### config.mk
export PLATFORM = sky130hd
export DESIGN_NAME = prewish_mask_sequencer
export DESIGN_NICKNAME = d
export VERILOG_FILES = /design/src/rtl/prewish_mask_sequencer.sv
export SDC_FILE = /design/constraint.sdc
export NUM_CORES = 1
export LEC_CHECK = 0
export BUFFER_PORTS_ARGS = -buffer_cell sky130_fd_sc_hd__clkbuf_2
export CAP_MARGIN = 15
export CORE_ASPECT_RATIO = 0.6
export CORE_MARGIN = 2
export CORE_UTILIZATION = 45
export DETAILED_ROUTE_END_ITERATION = 7
export GPL_TIMING_DRIVEN = 1
export SLEW_MARGIN = 20
export SYNTH_ARGS = -nofsm -noshare
export SYNTH_HDL_FRONTEND = slang
export SYNTH_SLANG_ARGS = --single-unit
### constraint.sdc
create_clock -name CLK_I -period 1.9 [get_ports CLK_I]
set_input_delay 0 -clock CLK_I [delete_from_list [all_inputs] [get_ports CLK_I]]
set_output_delay 0 -clock CLK_I [all_outputs]
set_load 0.02 [all_outputs]
### src/rtl/prewish_mask_sequencer.sv
// Strobe/mask responder: queues 8-bit blink masks in a small FIFO and plays them MSB-first on o_led.
// Optional build macro PREWISH_SEQ_LOOP_EN: repeat the last popped mask while the FIFO is empty.
module prewish_mask_sequencer #(
    parameter int SYSCLK_DIV_BITS = 19,
    parameter int FIFO_AW         = 2
) (
    input  logic       CLK_I,
    input  logic       RST_I,
    input  logic       STB_I,
    input  logic [7:0] DAT_I,
    output logic       ACK_O,
    output logic       o_drop,
    output logic       o_led,
    output logic       o_busy
);

    localparam int DEPTH = 1 << FIFO_AW;
    localparam logic [FIFO_AW:0]         PTR_ONE  = (FIFO_AW + 1)'(1);
    localparam logic [SYSCLK_DIV_BITS-1:0] TICK_ONE = SYSCLK_DIV_BITS'(1);

    typedef enum logic [1:0] {
        IDLE  = 2'd0,
        LOAD  = 2'd1,
        SHIFT = 2'd2
    } state_t;

    state_t                     state_reg;
    logic [7:0]                 mem [DEPTH];
    logic [FIFO_AW:0]           wr_ptr_reg;
    logic [FIFO_AW:0]           rd_ptr_reg;
    logic                       stb_last_reg;
    logic [SYSCLK_DIV_BITS-1:0] tick_ct_reg;
    logic [7:0]                 shreg_reg;
    logic [2:0]                 bitcnt_reg;
    logic                       ack_reg;
    logic                       drop_reg;
    logic                       led_reg;
    logic                       busy_reg;

    logic       empty;
    logic       full;
    logic       wr_req;
    logic       pop;
    logic       wr_en;
    logic       tick;
    logic [7:0] head;
    logic [7:0] load_src;

    assign empty  = (wr_ptr_reg == rd_ptr_reg);
    assign full   = (wr_ptr_reg[FIFO_AW] != rd_ptr_reg[FIFO_AW]) &&
                    (wr_ptr_reg[FIFO_AW-1:0] == rd_ptr_reg[FIFO_AW-1:0]);
    assign wr_req = STB_I & ~stb_last_reg;
    assign pop    = (state_reg == LOAD) && !empty;
    // A pop in the same cycle frees a slot, so a write against a full FIFO still lands.
    assign wr_en  = wr_req && (!full || pop);
    assign tick   = &tick_ct_reg;
    assign head   = mem[rd_ptr_reg[FIFO_AW-1:0]];

`ifdef PREWISH_SEQ_LOOP_EN
    logic [7:0] last_mask_reg;

    always_ff @(posedge CLK_I) begin
        if (RST_I) begin
            last_mask_reg <= '0;
        end else if (pop) begin
            last_mask_reg <= head;
        end
    end

    assign load_src = empty ? last_mask_reg : head;
`else
    assign load_src = head;
`endif

    always_ff @(posedge CLK_I) begin
        if (wr_en && !RST_I) begin
            mem[wr_ptr_reg[FIFO_AW-1:0]] <= DAT_I;
        end
    end

    always_ff @(posedge CLK_I) begin
        if (RST_I) begin
            state_reg    <= IDLE;
            wr_ptr_reg   <= '0;
            rd_ptr_reg   <= '0;
            stb_last_reg <= 1'b1;
            tick_ct_reg  <= '0;
            shreg_reg    <= '0;
            bitcnt_reg   <= '0;
            ack_reg      <= 1'b0;
            drop_reg     <= 1'b0;
            led_reg      <= 1'b0;
            busy_reg     <= 1'b0;
        end else begin
            stb_last_reg <= STB_I;
            ack_reg      <= wr_en;
            drop_reg     <= wr_req && !wr_en;
            tick_ct_reg  <= tick_ct_reg + TICK_ONE;
            if (wr_en) begin
                wr_ptr_reg <= wr_ptr_reg + PTR_ONE;
            end
            if (pop) begin
                rd_ptr_reg <= rd_ptr_reg + PTR_ONE;
            end

            case (state_reg)
                IDLE: begin
                    led_reg <= 1'b0;
                    if (!empty) begin
                        state_reg <= LOAD;
                        busy_reg  <= 1'b1;
                    end
                end
                LOAD: begin
                    // Clearing the divider here gives every bit a full tick period.
                    tick_ct_reg <= '0;
                    shreg_reg   <= load_src;
                    led_reg     <= load_src[7];
                    bitcnt_reg  <= '0;
                    state_reg   <= SHIFT;
                end
                SHIFT: begin
                    if (tick) begin
                        if (bitcnt_reg == 3'd7) begin
                            led_reg <= 1'b0;
                            if (!empty) begin
                                state_reg <= LOAD;
                            end else begin
`ifdef PREWISH_SEQ_LOOP_EN
                                state_reg <= LOAD;
`else
                                state_reg <= IDLE;
                                busy_reg  <= 1'b0;
`endif
                            end
                        end else begin
                            shreg_reg  <= {shreg_reg[6:0], 1'b0};
                            led_reg    <= shreg_reg[6];
                            bitcnt_reg <= bitcnt_reg + 3'd1;
                        end
                    end
                end
                default: begin
                    state_reg <= IDLE;
                    busy_reg  <= 1'b0;
                    led_reg   <= 1'b0;
                end
            endcase
        end
    end

    assign ACK_O  = ack_reg;
    assign o_drop = drop_reg;
    assign o_led  = led_reg;
    assign o_busy = busy_reg;

endmodule

# --- Word-level counts from Yosys, hierarchy flattened ---
# Memory sizes are Yosys's and may differ from the RTL's. A register that Yosys moved wholly into a read port is not among the register bits.
# Index checks and enable logic that the tools add are counted.
classes:
  mux: 23
  reduce_logical: 17
  bitwise: 3
  n_eq_ne: 11
  add_sub_neg: 4
ops:
  columns: ["operator", "count"]
  rows:
  - ["adder 19 x 1 -> 19 bit (second input constant)", 1]
  - ["AND reduction 19 bit", 1]
  - ["2-to-1 mux 7 bit", 2]
  - ["case mux 7 bit (2 select lines)", 1]
  - ["2-to-1 mux 2 bit", 5]
  - ["!= test 2 bit (second input constant)", 5]
  - ["adder 3 x 1 -> 3 bit (second input constant)", 3]
  - ["2-to-1 mux 1 bit", 9]
  - ["2-to-1 mux 3 bit", 2]
  - ["case mux 2 bit (3 select lines)", 1]
  - ["case mux 3 bit (2 select lines)", 1]
  - ["AND reduction 3 bit", 2]
  - ["logical AND 1 bit", 5]
  - ["AND reduction 5 bit", 1]
  - ["logical NOT 1 bit", 4]
  - ["== test 3 bit", 1]
  - ["== test 3 bit (second input constant)", 1]
  - ["case mux 1 bit (3 select lines)", 1]
  - ["== test 2 x 1 -> 1 bit (second input constant)", 1]
  - ["== test 2 bit", 1]
  - ["== test 2 bit (second input constant)", 1]
  - ["logical NOT 2 bit", 1]
  - ["NOT 1 bit", 2]
  - ["case mux 1 bit (2 select lines)", 1]
  - ["other kinds (5)", 5]
word_totals:
  mem_bits_rw: 32
  reg_bits: 42
  mem_count: 1
  inputBits: 11
mem_list:
  columns: ["memory", "words", "word_bits", "rd", "rd_ports_with_merged_regs", "write_ports", "line", "text"]
  rows:
  - ["mem", 4, 8, 1, 1, 1, "28", "logic [7:0] mem [DEPTH];"]

# --- Depth between registers and ports, before layout ---
depth:
  depth_word: 8
  depth_mapped: 9
  ltp_nobuf: 6

# --- Least setup slack after synthesis ---
# Ideal clock, no wire load.
synth_timing:
  path_kind: "reg2reg"
  start: "reg tick_ct_reg[0]"
  end: "reg state_reg[0]"
  slack_ns: 0.085
  path_buffers: 1
  t_arrival_ns: 1.692
  path_stages_with_launch: 8
  t_required_ns: 1.777
  path_cell_list: "dfxtp_1 -> ha_1 -> and3_1 -> buf_4 -> nand4_4 -> o21a_1 -> a211oi_2 -> mux2_1"
synth_between:
  elab_chain_cells: 3
synth_rtl:
  columns: ["element", "line", "text"]
  rows:
  - ["start: declaration", "32", "logic [SYSCLK_DIV_BITS-1:0] tick_ct_reg;"]
  - ["start signal: assignment", "98", "tick_ct_reg <= tick_ct_reg + TICK_ONE;"]
  - ["AND reduction 19 bit", "56", "assign tick = &tick_ct_reg;"]
  - ["!= test 2 bit (no line)", null, null]
  - ["AND reduction 3 bit (no line)", null, null]
  - ["end signal: assignment", "83", "state_reg <= IDLE;"]
  - ["end signal: assignment", "110", "state_reg <= LOAD;"]
  - ["end signal: assignment", "120", "state_reg <= SHIFT;"]
  - ["end: declaration", "27", "state_t state_reg;"]
# No other way between the ends.
# A chain may end at the register's enable or synchronous reset.

# --- Worst setup path in the final report ---
layout_timing:
  start: "reg tick_ct_reg[1]"
  end: "reg state_reg[0]"
# The elaborated chain is that of the path after synthesis.

==> run_results.csv <==
group,metric,value,unit
placed_design,place_congestion,0.7397,
logic_synthesis,yosys.area.top_type_share,0.2960,
global_routing,grt_max_degree,21,
final_layout,utilization,0.5748,
setup_path,crit_chain,"ha_1, and3_4, nand4_4, o21a_1, a211oi_2, mux2_1",
global_routing,grt_pass1_vias,1994,
logic_synthesis,ys_warn_count,0,
timing,drv_slew,0,
setup_path,endpoint,"state_reg[0]",
cts,cts_buffers,9,
setup_path,r2r_slack,0.12,ns
setup_path,cp_slowest_cell,"mux2_1",
setup_path,cp_max_fo,4,
setup_path,crit_cells,6,
timing,fin_crit_sh,0.9381,
timing,fin_setup_tns,0,ns
final_layout,num_antenna_cells,0,
cts,clk_latency,0.32,ns
setup_path,cp_num_buf_inv,0,
routing,finalWirelength,5704,um
logic_synthesis,ys_top_cells_by_area,"edfxtp_1 (30%), dfxtp_1 (27%), mux4_2 (5.5%), ha_1 (4.6%), nor2_1 (4.3%)",
timing,setup_viol,0,
timing,rsz0062_at_grt,"no",
final_layout,largest_reg_flops,32,
floorplanning,die_area,7933,um^2
routing,routedWlPerCell,14.08,um
power,switching_share,0.2474,
floorplanning,io_pins,15,
power,leakage,1.447,nW
floorplanning,rows,23,
logic_synthesis,synth-edff-count,32,
routing,via_per_inst,5.027,
setup_path,slowest_delay,0.35,ns
global_routing,track_usage,0.1622,
setup_path,start_kind,"flip-flop",
cts,clock_path_buffers,2,
placed_design,port_buffers,14,
power,combPwrFrac,0.168,
cts,clk_pin_slew_worst_paths,0.05,ns
routing,dr.pass1.iters,4,
timing,worst_pin_slew,0.5109,ns
status,status,"finished clean",
logic_synthesis,yosys.area.top_type,"edfxtp_1",
logic_synthesis,synth-main-ff-cell,"dfxtp_1",
cts,clkSinkCount,76,
routing,drt.antenna.violating_nets,0,
logic_synthesis,syn_area_per_cell,12.12,um^2
run,maxCapViolCount,0,
cts,clockRootBuffer,"clkbuf_16",
setup_path,crit_required,2.11,ns
timing,finalHoldViolCount,0,
routing,first_iter_violations,69,
global_routing,antenna_found_initial,0,
logic_synthesis,synthesis.area,3247,um^2
logic_synthesis,yosysUniqueCellTypes,43,
placed_design,place_hpwl,4127,um
timing,fmax,0.5610,GHz
global_routing,grt-ovfl-total,0,
power,pwr-share-clk,0.385,
power,max-vdd-ir-drop,0.5736,mV
setup_path,r2r_start,"tick_ct_reg[1]",
power,p_per_area,1059,nW/um^2
timing,clock_skew,0.004054,ns
power,pwr-share-seq,0.447,
floorplanning,dieHeight,69.80,um
setup_path,rr_worst_depth,6,
power,total_power,4.153,mW
floorplanning,die_w,113.7,um
setup_path,crit_path_end_kind,"flip-flop",
setup_path,cp_top_family,"compound AO/OA/AOI/OAI gates",
floorplanning,initial_core_util,0.4761,
logic_synthesis,syn_nets,291,
power,power_switching,1.027,mW
routing,post-route-drc-count,0,
worst_hold_path,hold_class,"in -> reg",
floorplanning,core-area,6820,um^2
timing,max-slew-margin-rel,0.6590,
final_layout,fillers,570,
cts,htreeDepth,3,
logic_synthesis,synth_seq_area_share,0.5672,
setup_path,arrival,1.99,ns
logic_synthesis,synthArstFlopShare,0,
final_layout,drive_above_1_share,0.2296,
setup_path,timing.rr.end,"state_reg[0]",
cts,cts_tree,"built",
timing,finalCriticalPeriod,1.782,ns
final_layout,syn_to_final_growth,20.73,%
final_layout,fin_nets,336,
global_routing,grt_pass1_wl,9804,um
cts,cts_setup_buffers,0,
logic_synthesis,ys_ff_latch,76,
logic_synthesis,synth_cells,268,
power,intPower,3.126,mW
setup_path,cp-startpoint,"tick_ct_reg[1]",
routing,via_count,2036,
setup_path,crit_type,"reg -> reg",
==> kinds of logic (layout without fill, tap and decap cells) <==
| kind of cell | count (synthesis) | count (layout) | synth area share |
|---|---|---|---|
| multiplexers | 17 | 17 | 0.08362 |
| AO/OA/AOI/OAI | 25 | 25 | 0.06282 |
| buffers and inverters | 19 | 69 | 0.02813 |
| flip-flops | 76 | 76 | 0.5672 |
| XOR/XNOR | 22 | 22 | 0.05934 |
| adder cells (fa/ha/maj) | 12 | 12 | 0.04624 |
| AND/OR/NAND/NOR | 97 | 97 | 0.1526 |
==> worst register-to-register path: cells and delay by family, from the launching register on <==
family	cells	cell delay, ns
adder cells (fa/ha/maj)	1	0.18
AND/OR/NAND/NOR	2	0.34
flip-flops	1	0.34
multiplexers	1	0.35
AO/OA/AOI/OAI	2	0.46
==> Yosys cell counts (2+ instances only) <==
| cell type | count |
|---|---|
| a211oi_1 | 2 |
| a211oi_2 | 5 |
| a21oi_1 | 8 |
| and2_1 | 3 |
| and3_1 | 2 |
| and4_1 | 2 |
| buf_1 | 2 |
| buf_6 | 2 |
| clkbuf_1 | 6 |
| dfxtp_1 | 44 |
| edfxtp_1 | 32 |
| ha_1 | 12 |
| inv_1 | 7 |
| mux2i_1 | 8 |
| mux4_2 | 8 |
| nand2_1 | 13 |
| nand2b_1 | 4 |
| nand3_1 | 10 |
| nand3b_1 | 2 |
| nand4_1 | 3 |
| nor2_1 | 37 |
| nor2b_1 | 3 |
| nor3_1 | 8 |
| o21ai_0 | 2 |
| or2_2 | 2 |
| or3_1 | 4 |
| xnor2_1 | 11 |
| xor2_1 | 11 |
==> worst min-delay path by stage <==
stage	start	end	slack (ns)	cells after the start
2_1_floorplan	DAT_I[0]	mem[0][0]	0.1	0
3_3_place_gp	DAT_I[2]	mem[1][2]	0.23	1
3_5_place_dp	DAT_I[1]	mem[0][1]	0.23	1
4_1_cts	RST_I	wr_ptr_reg[0]	0.007	2
5_1_grt	RST_I	rd_ptr_reg[0]	0.04	2
6_report	RST_I	wr_ptr_reg[0]	0.02	2
==> stage by stage <==
step                hold WS, ns  area [um^2]  worst slack, ns  instances
finish                  0.01912         3920           0.1176        405
global route            0.04344         3920          0.02288        405
CTS                    0.007358         3902          0.01723        405
detailed placement       0.2274         3533          0.01703        380
global placement         0.2258         3533          0.07337        380
floorplan               0.09887         3247          0.08510        268
==> layout by cell type (no fill, tap or decap), drive strengths merged, types with 9 or more instances in the layout <==
cell type    count
xor2            11
nor2            37
clkbuf          27
edfxtp          32
buf             23
dfxtp           44
nand2           13
dlygate4sd3      9
nand3           10
ha              12
xnor2           11
==> power groups by stage <==
stage	logic [mW]	registers, mW	clock network [mW]
final	0.698	1.86	1.60
after global routing	0.781	1.87	1.72
after CTS	0.691	1.85	1.63
after detailed placement	0.672	1.89	0
after global placement	0.671	1.89	0
after floorplan	0.495	1.88	0
==> cell type report <==
| cell class | count | area (um^2) | area share |
|---|---|---|---|
| inverters | 7 | 26.28 | 0.006703 |
| clock buffers | 13 | 240.2 | 0.06128 |
| well taps | 87 | 108.9 | 0.02777 |
| flip-flops and latches | 76 | 1843 | 0.4702 |
| clock inverters | 3 | 38.79 | 0.009895 |
| repair buffers | 46 | 336.6 | 0.08586 |
| multi-input cells | 173 | 1326 | 0.3383 |
==> routing by layer <==
| layer | up-vias | track usage | part of all wire |
|---|---|---|---|
| li1 | 1048 | - | - |
| met1 | 953 | 0.2408 | 0.56 |
| met2 | 26 | 0.2202 | 0.39 |
| met3 | 9 | 0.05769 | 0.041 |
| met4 | 0 | 0.04878 | 0.012 |
| met5 | - | 0 | 0 |
==> timing repair <==
| action | in CTS | in global routing |
|---|---|---|
| endpoints found under the setup margin | 0 | 14 |
| hold buffers | 9 | 0 |
| hold endpoints to repair | 34 | 0 |
| resized for setup | 0 | 6 |
Note: power is estimated with default switching activity, not from simulation.
